### config.mk
export PLATFORM = sky130hd
export DESIGN_NAME = sd_cmd_tx
export DESIGN_NICKNAME = d
export VERILOG_FILES = /design/src/rtl/sd_cmd_tx.sv
export SDC_FILE = /design/constraint.sdc
export NUM_CORES = 1
export LEC_CHECK = 0
export CAP_MARGIN = 20
export CORE_ASPECT_RATIO = 0.75
export CORE_UTILIZATION = 45
export CTS_BUF_LIST = sky130_fd_sc_hd__clkbuf_8 sky130_fd_sc_hd__clkbuf_16
export CTS_CLUSTER_SIZE = 12
export DETAILED_ROUTE_END_ITERATION = 12
export HOLD_SLACK_MARGIN = 0.1
export PLACE_DENSITY = 0.67
export REMOVE_ABC_BUFFERS = 1
export SKIP_LAST_GASP = 1
export SYNTH_ARGS = -nofsm -noshare
export SYNTH_HDL_FRONTEND = slang
export SYNTH_SLANG_ARGS = --single-unit
### constraint.sdc
create_clock -name clk -period 3.15 [get_ports clk]
set_input_delay 0.945 -clock clk [delete_from_list [all_inputs] [get_ports clk]]
set_output_delay 0.945 -clock clk [all_outputs]
set_load 0.1 [all_outputs]
### src/rtl/sd_cmd_tx.sv
// SD command-line transmitter. Serialises a 48-bit SD command frame
// (start, transmit, index, argument, CRC7, end) on the falling edges of
// sd_clk, then holds CMD released for TRAIL_CLKS sd_clk falls before
// reporting done. All logic runs on clk; sd_clk is treated as data.
module sd_cmd_tx #(
  parameter int unsigned TRAIL_CLKS = 8
) (
  input  logic        clk,
  input  logic        reset,
  input  logic        sd_clk,
  input  logic        start,
  input  logic [5:0]  cmd_index,
  input  logic [31:0] argument,
  output logic        ready,
  output logic        done,
  output logic        cmd_out,
  output logic        cmd_oe
);

  typedef enum logic [1:0] {IDLE, WAIT_EDGE, SHIFT, TRAIL} state_e;

  // Terminal value of the trailer counter; unused when TRAIL_CLKS is 0.
  localparam logic [15:0] TRAIL_LAST = (TRAIL_CLKS == 0) ? 16'd0 : 16'(TRAIL_CLKS - 1);

  state_e      state_q, state_d;
  logic        sd_clk_q;
  logic [5:0]  idx_q, idx_d;
  logic [31:0] arg_q, arg_d;
  logic [6:0]  crc_q, crc_d;
  logic [5:0]  bit_cnt_q, bit_cnt_d;
  logic [15:0] trail_cnt_q, trail_cnt_d;
  logic        cmd_out_q, cmd_out_d;
  logic        cmd_oe_q, cmd_oe_d;
  logic        done_q, done_d;

  logic        fall;
  logic [39:0] frame_hi;
  logic [5:0]  next_bit;

  // One serial step of CRC7 with polynomial x^7 + x^3 + 1.
  function automatic logic [6:0] crc7_step(input logic [6:0] crc, input logic d);
    logic fb;
    fb = d ^ crc[6];
    return {crc[5:0], 1'b0} ^ {3'b000, fb, 2'b00, fb};
  endfunction

  // Value of frame bit n; CRC bits come from the running CRC, which already
  // covers bits 47..8 by the time bit 7 is selected.
  function automatic logic frame_bit(input logic [5:0] n, input logic [39:0] hi,
                                     input logic [6:0] crc);
    if (n >= 6'd8)      return hi[n - 6'd8];
    else if (n != 6'd0) return crc[n[2:0] - 3'd1];
    else                return 1'b1;
  endfunction

  assign fall     = sd_clk_q & ~sd_clk;
  assign frame_hi = {2'b01, idx_q, arg_q};
  assign next_bit = bit_cnt_q - 6'd1;

  assign ready   = (state_q == IDLE);
  assign done    = done_q;
  assign cmd_out = cmd_out_q;
  assign cmd_oe  = cmd_oe_q;

  // State and datapath registers; reset releases CMD immediately.
  // NOTE: sequential state uses non-blocking assignments so every register
  // samples the pre-edge values, independent of statement order.
  always_ff @(posedge clk or posedge reset) begin
    if (reset) begin
      state_q     <= IDLE;
      sd_clk_q    <= 1'b0;
      idx_q       <= '0;
      arg_q       <= '0;
      crc_q       <= '0;
      bit_cnt_q   <= '0;
      trail_cnt_q <= '0;
      cmd_out_q   <= 1'b1;
      cmd_oe_q    <= 1'b0;
      done_q      <= 1'b0;
    end else begin
      state_q     <= state_d;
      sd_clk_q    <= sd_clk;
      idx_q       <= idx_d;
      arg_q       <= arg_d;
      crc_q       <= crc_d;
      bit_cnt_q   <= bit_cnt_d;
      trail_cnt_q <= trail_cnt_d;
      cmd_out_q   <= cmd_out_d;
      cmd_oe_q    <= cmd_oe_d;
      done_q      <= done_d;
    end
  end

  // Next-state logic: every step is gated by an sd_clk fall event.
  // NOTE: every signal gets a default before the case so no path leaves
  // one unassigned, which would otherwise infer a latch.
  always_comb begin
    state_d     = state_q;
    idx_d       = idx_q;
    arg_d       = arg_q;
    crc_d       = crc_q;
    bit_cnt_d   = bit_cnt_q;
    trail_cnt_d = trail_cnt_q;
    cmd_out_d   = cmd_out_q;
    cmd_oe_d    = cmd_oe_q;
    done_d      = 1'b0;

    case (state_q)
      IDLE: begin
        cmd_oe_d  = 1'b0;
        cmd_out_d = 1'b1;
        if (start) begin
          idx_d     = cmd_index;
          arg_d     = argument;
          crc_d     = '0;
          bit_cnt_d = '0;
          state_d   = WAIT_EDGE;
        end
      end

      WAIT_EDGE: begin
        if (fall) begin
          cmd_oe_d  = 1'b1;
          cmd_out_d = frame_bit(6'd47, frame_hi, crc_q);
          crc_d     = crc7_step(crc_q, frame_bit(6'd47, frame_hi, crc_q));
          bit_cnt_d = 6'd47;
          state_d   = SHIFT;
        end
      end

      SHIFT: begin
        if (fall) begin
          if (bit_cnt_q == 6'd0) begin
            cmd_oe_d    = 1'b0;
            cmd_out_d   = 1'b1;
            trail_cnt_d = '0;
            if (TRAIL_CLKS == 0) begin
              state_d = IDLE;
              done_d  = 1'b1;
            end else begin
              state_d = TRAIL;
            end
          end else begin
            cmd_out_d = frame_bit(next_bit, frame_hi, crc_q);
            if (next_bit >= 6'd8) begin
              crc_d = crc7_step(crc_q, frame_bit(next_bit, frame_hi, crc_q));
            end
            bit_cnt_d = next_bit;
          end
        end
      end

      TRAIL: begin
        if (fall) begin
          if (trail_cnt_q == TRAIL_LAST) begin
            trail_cnt_d = '0;
            state_d     = IDLE;
            done_d      = 1'b1;
          end else begin
            trail_cnt_d = trail_cnt_q + 16'd1;
          end
        end
      end

      default: state_d = IDLE;
    endcase
  end

endmodule

==> results.json <==
{
  "antenna_found_initial": 0,
  "hold_viol": 0,
  "maxSlewViolCount": 0,
  "run_status": "completed",
  "yosysMostFrequentCell": "dfrtp_1",
  "fillers": 675,
  "rsz0062_at_grt": "no",
  "maxCapViolations": 0,
  "cts-root-buf": "clkbuf_8",
  "core_sq_um": 7950,
  "dpl_worst_slack_ns": 0.307,
  "routed_wl_mm": 7.83,
  "setup_viol": 0,
  "grt_pass1_wl_mm": 12.9,
  "netlist.top_cell.by_area": "dfrtp_1",
  "tightestPinTransition_ns": 0.561,
  "p_total_mw": 4.31,
  "critPathMaxStageDelay_ns": 0.56,
  "r2r_cells": 8,
  "place_congestion": 0.858,
  "ys_seq_area_frac": 0.490,
  "start_kind": "flop",
  "cellLeakagePower_nw": 1.93,
  "vdd.ir_drop.worst_uv": 526,
  "grt_max_degree": 39,
  "syn_inst": 332,
  "drive_gt1_frac": 0.234,
  "firstDrtPassIters": 4,
  "synth-seq-cells": 73,
  "endpoint_kind": "flop",
  "cts_tree": "built",
  "fmax_mhz": 367,
  "vias": 2703,
  "clock_latency_ns": 0.36,
  "clk_path_buf_depth": 2,
  "die_x_um": 107,
  "synth_top_area_share": 0.483,
  "path_clk_slew_ns": 0.08,
  "area_delta_synth_final_pct": 21.0,
  "ant_nets": 0,
  "min_period_ns": 2.72,
  "start_util": 0.469,
  "first_iter_violations": 132,
  "htree_levels": 3,
  "synth_ff_type": "dfrtp_1",
  "hold_class": "reg2reg",
  "worstPathArrival_ns": 2.93,
  "die_area_sq_um": 8670,
  "fin_cells": 494,
  "synth_area_leaders": "dfrtp_1 (48%), mux2_2 (13%), mux4_2 (6.0%)",
  "crit_path_top_delay_cell": "ha_1",
  "drc_errors": 0,
  "first_global_vias": 2563,
  "skew_ns": 0.0118,
  "numCtsBuffers": 9,
  "fin_ws_ns": 0.428,
  "synth-async-reset-ratio": 1.00,
  "std_cell_rows": 28,
  "fin_hold_ws_ns": 0.503,
  "syn_area_per_cell_sq_um": 11.2,
  "die_h_um": 80.9,
  "placed_cells": 479,
  "cts_resized": 0,
  "grt.total_usage": 0.198,
  "synth_edf_count": 0,
  "cts_hold_repair.buffers": 0,
  "cts.sinks": 73,
  "critPathMaxFanout": 11,
  "synthDistinctLibCells": 45,
  "crit_required_ns": 3.36,
  "hold_depth": 1,
  "n_antenna_cell": 0,
  "final_util": 0.568,
  "wl_per_cell_um": 15.9,
  "path_cells": "inv_1 > ha_1 > mux4_2 > mux2_2 > a221o_1 > nand3_1 > mux2i_1 > a31oi_1",
  "vias_per_cell": 5.47,
  "path_class": "reg2reg",
  "ys_warn_count": 0,
  "dp_hpwl_mm": 5.75,
  "netlist_area_sq_um": 3730,
  "slew_headroom": 0.625,
  "pin_count": 46,
  "p_per_area_nw_per_um2": 955,
  "fin_crit_sh": 0.864,
  "fin_tns_setup_ns": 0,
  "place_area_sq_um": 4330,
  "portBuffers": 45,
  "final_nets": 434,
  "netlist_top_cells_count": "dfrtp_1 (72), mux2_2 (42), nand2_1 (40), o21ai_0 (27), nand3_1 (16)",
  "globalRoute.totalOverflow": 0,
  "postCtsSetupRepairBufs": 0,
  "finalInstanceArea_sq_um": 4520
}
-- power breakdown --
| group | internal (mW) | leakage [nW] | switching, mW |
|---|---|---|---|
| clock | 0.356 | 0.0885 | 0.347 |
| combinational | 0.967 | 0.930 | 1.11 |
| sequential | 1.30 | 0.915 | 0.235 |
-- cell type report --
class	instances	area, sq um	area share
clock buffers	9	124	0.0274
clock inverters	6	61.3	0.0136
inverters	12	45.0	0.00997
multi-input cells	236	1810	0.402
flip-flops and latches	73	1830	0.405
well taps	105	131	0.0291
repair buffers	53	513	0.114
-- cells by family after synthesis --
logic type,share of synthesized area
DFF,0.490
adders and majority gates,0.0235
and+or+nand+nor,0.157
buffers and inverters,0.0241
muxes,0.200
AOI/OAI and AO/OA,0.0821
xor gates and xnor gates,0.0231
-- worst paths after layout --
check	from	endpoint	slack [ns]
setup / recovery	bit_cnt_q[1]$_DFFE_PP0P_	crc_q[0]$_DFFE_PP0P_	0.43
hold / removal	arg_q[25]$_DFFE_PP0P_	arg_q[25]$_DFFE_PP0P_	0.50
setup reg to reg	bit_cnt_q[1]$_DFFE_PP0P_	crc_q[0]$_DFFE_PP0P_	0.43
hold reg to reg	arg_q[25]$_DFFE_PP0P_	arg_q[25]$_DFFE_PP0P_	0.50
max in group asynchronous	reset	arg_q[1]$_DFFE_PP0P_	1.47
min in group asynchronous	reset	arg_q[28]$_DFFE_PP0P_	0.96
-- cells in the final DEF (no fill, tap or decap), types with 2 or more instances in the layout --
cell             synthesis  layout
nand4_1                  3       3
nand2_1                 40      40
dfrtp_1                 72      72
or3_1                    5       5
mux2i_1                  5       5
a31oi_1                  5       5
xor2_1                   4       4
clkinvlp_4               0       3
nand3_1                 16      16
clkdlybuf4s50_1          0      41
nand3b_1                 3       3
or3_4                    2       2
inv_1                   12      12
nor3_2                   2       2
ha_1                     7       7
mux2_2                  42      42
nor3_1                   6       6
mux4_2                  10      10
o31ai_1                  2       2
nor2_1                  12      12
buf_4                    0      11
nand2b_1                 4       4
and3_1                   6       6
xnor2_1                  4       4
o21ai_0                 27      27
clkbuf_8                 0       9
nor4_1                   3       3
a21oi_1                 10      10
-- routing by layer --
layer	vias up	share of wire	track usage
met5	-	0	0
met4	0	0.012	0.0616
met3	10	0.056	0.0610
met2	68	0.43	0.286
met1	1324	0.50	0.285
li1	1301	-	-
-- critical path, delay by kind of cell, from the launching register on --
kind | cells | cell delay [ns]
muxes | 3 | 0.88
adders and majority gates | 1 | 0.56
AOI/OAI and AO/OA | 2 | 0.43
DFF | 1 | 0.42
and+or+nand+nor | 1 | 0.20
buffers and inverters | 1 | 0.08
-- state kept, by name (all words and copies together) (netlist names), 2 cells and up --
signal       flops
trail_cnt_q     16
bit_cnt_q        6
state_q          2
arg_q           32
idx_q            6
crc_q            7
(Power assumes the default switching activity.)
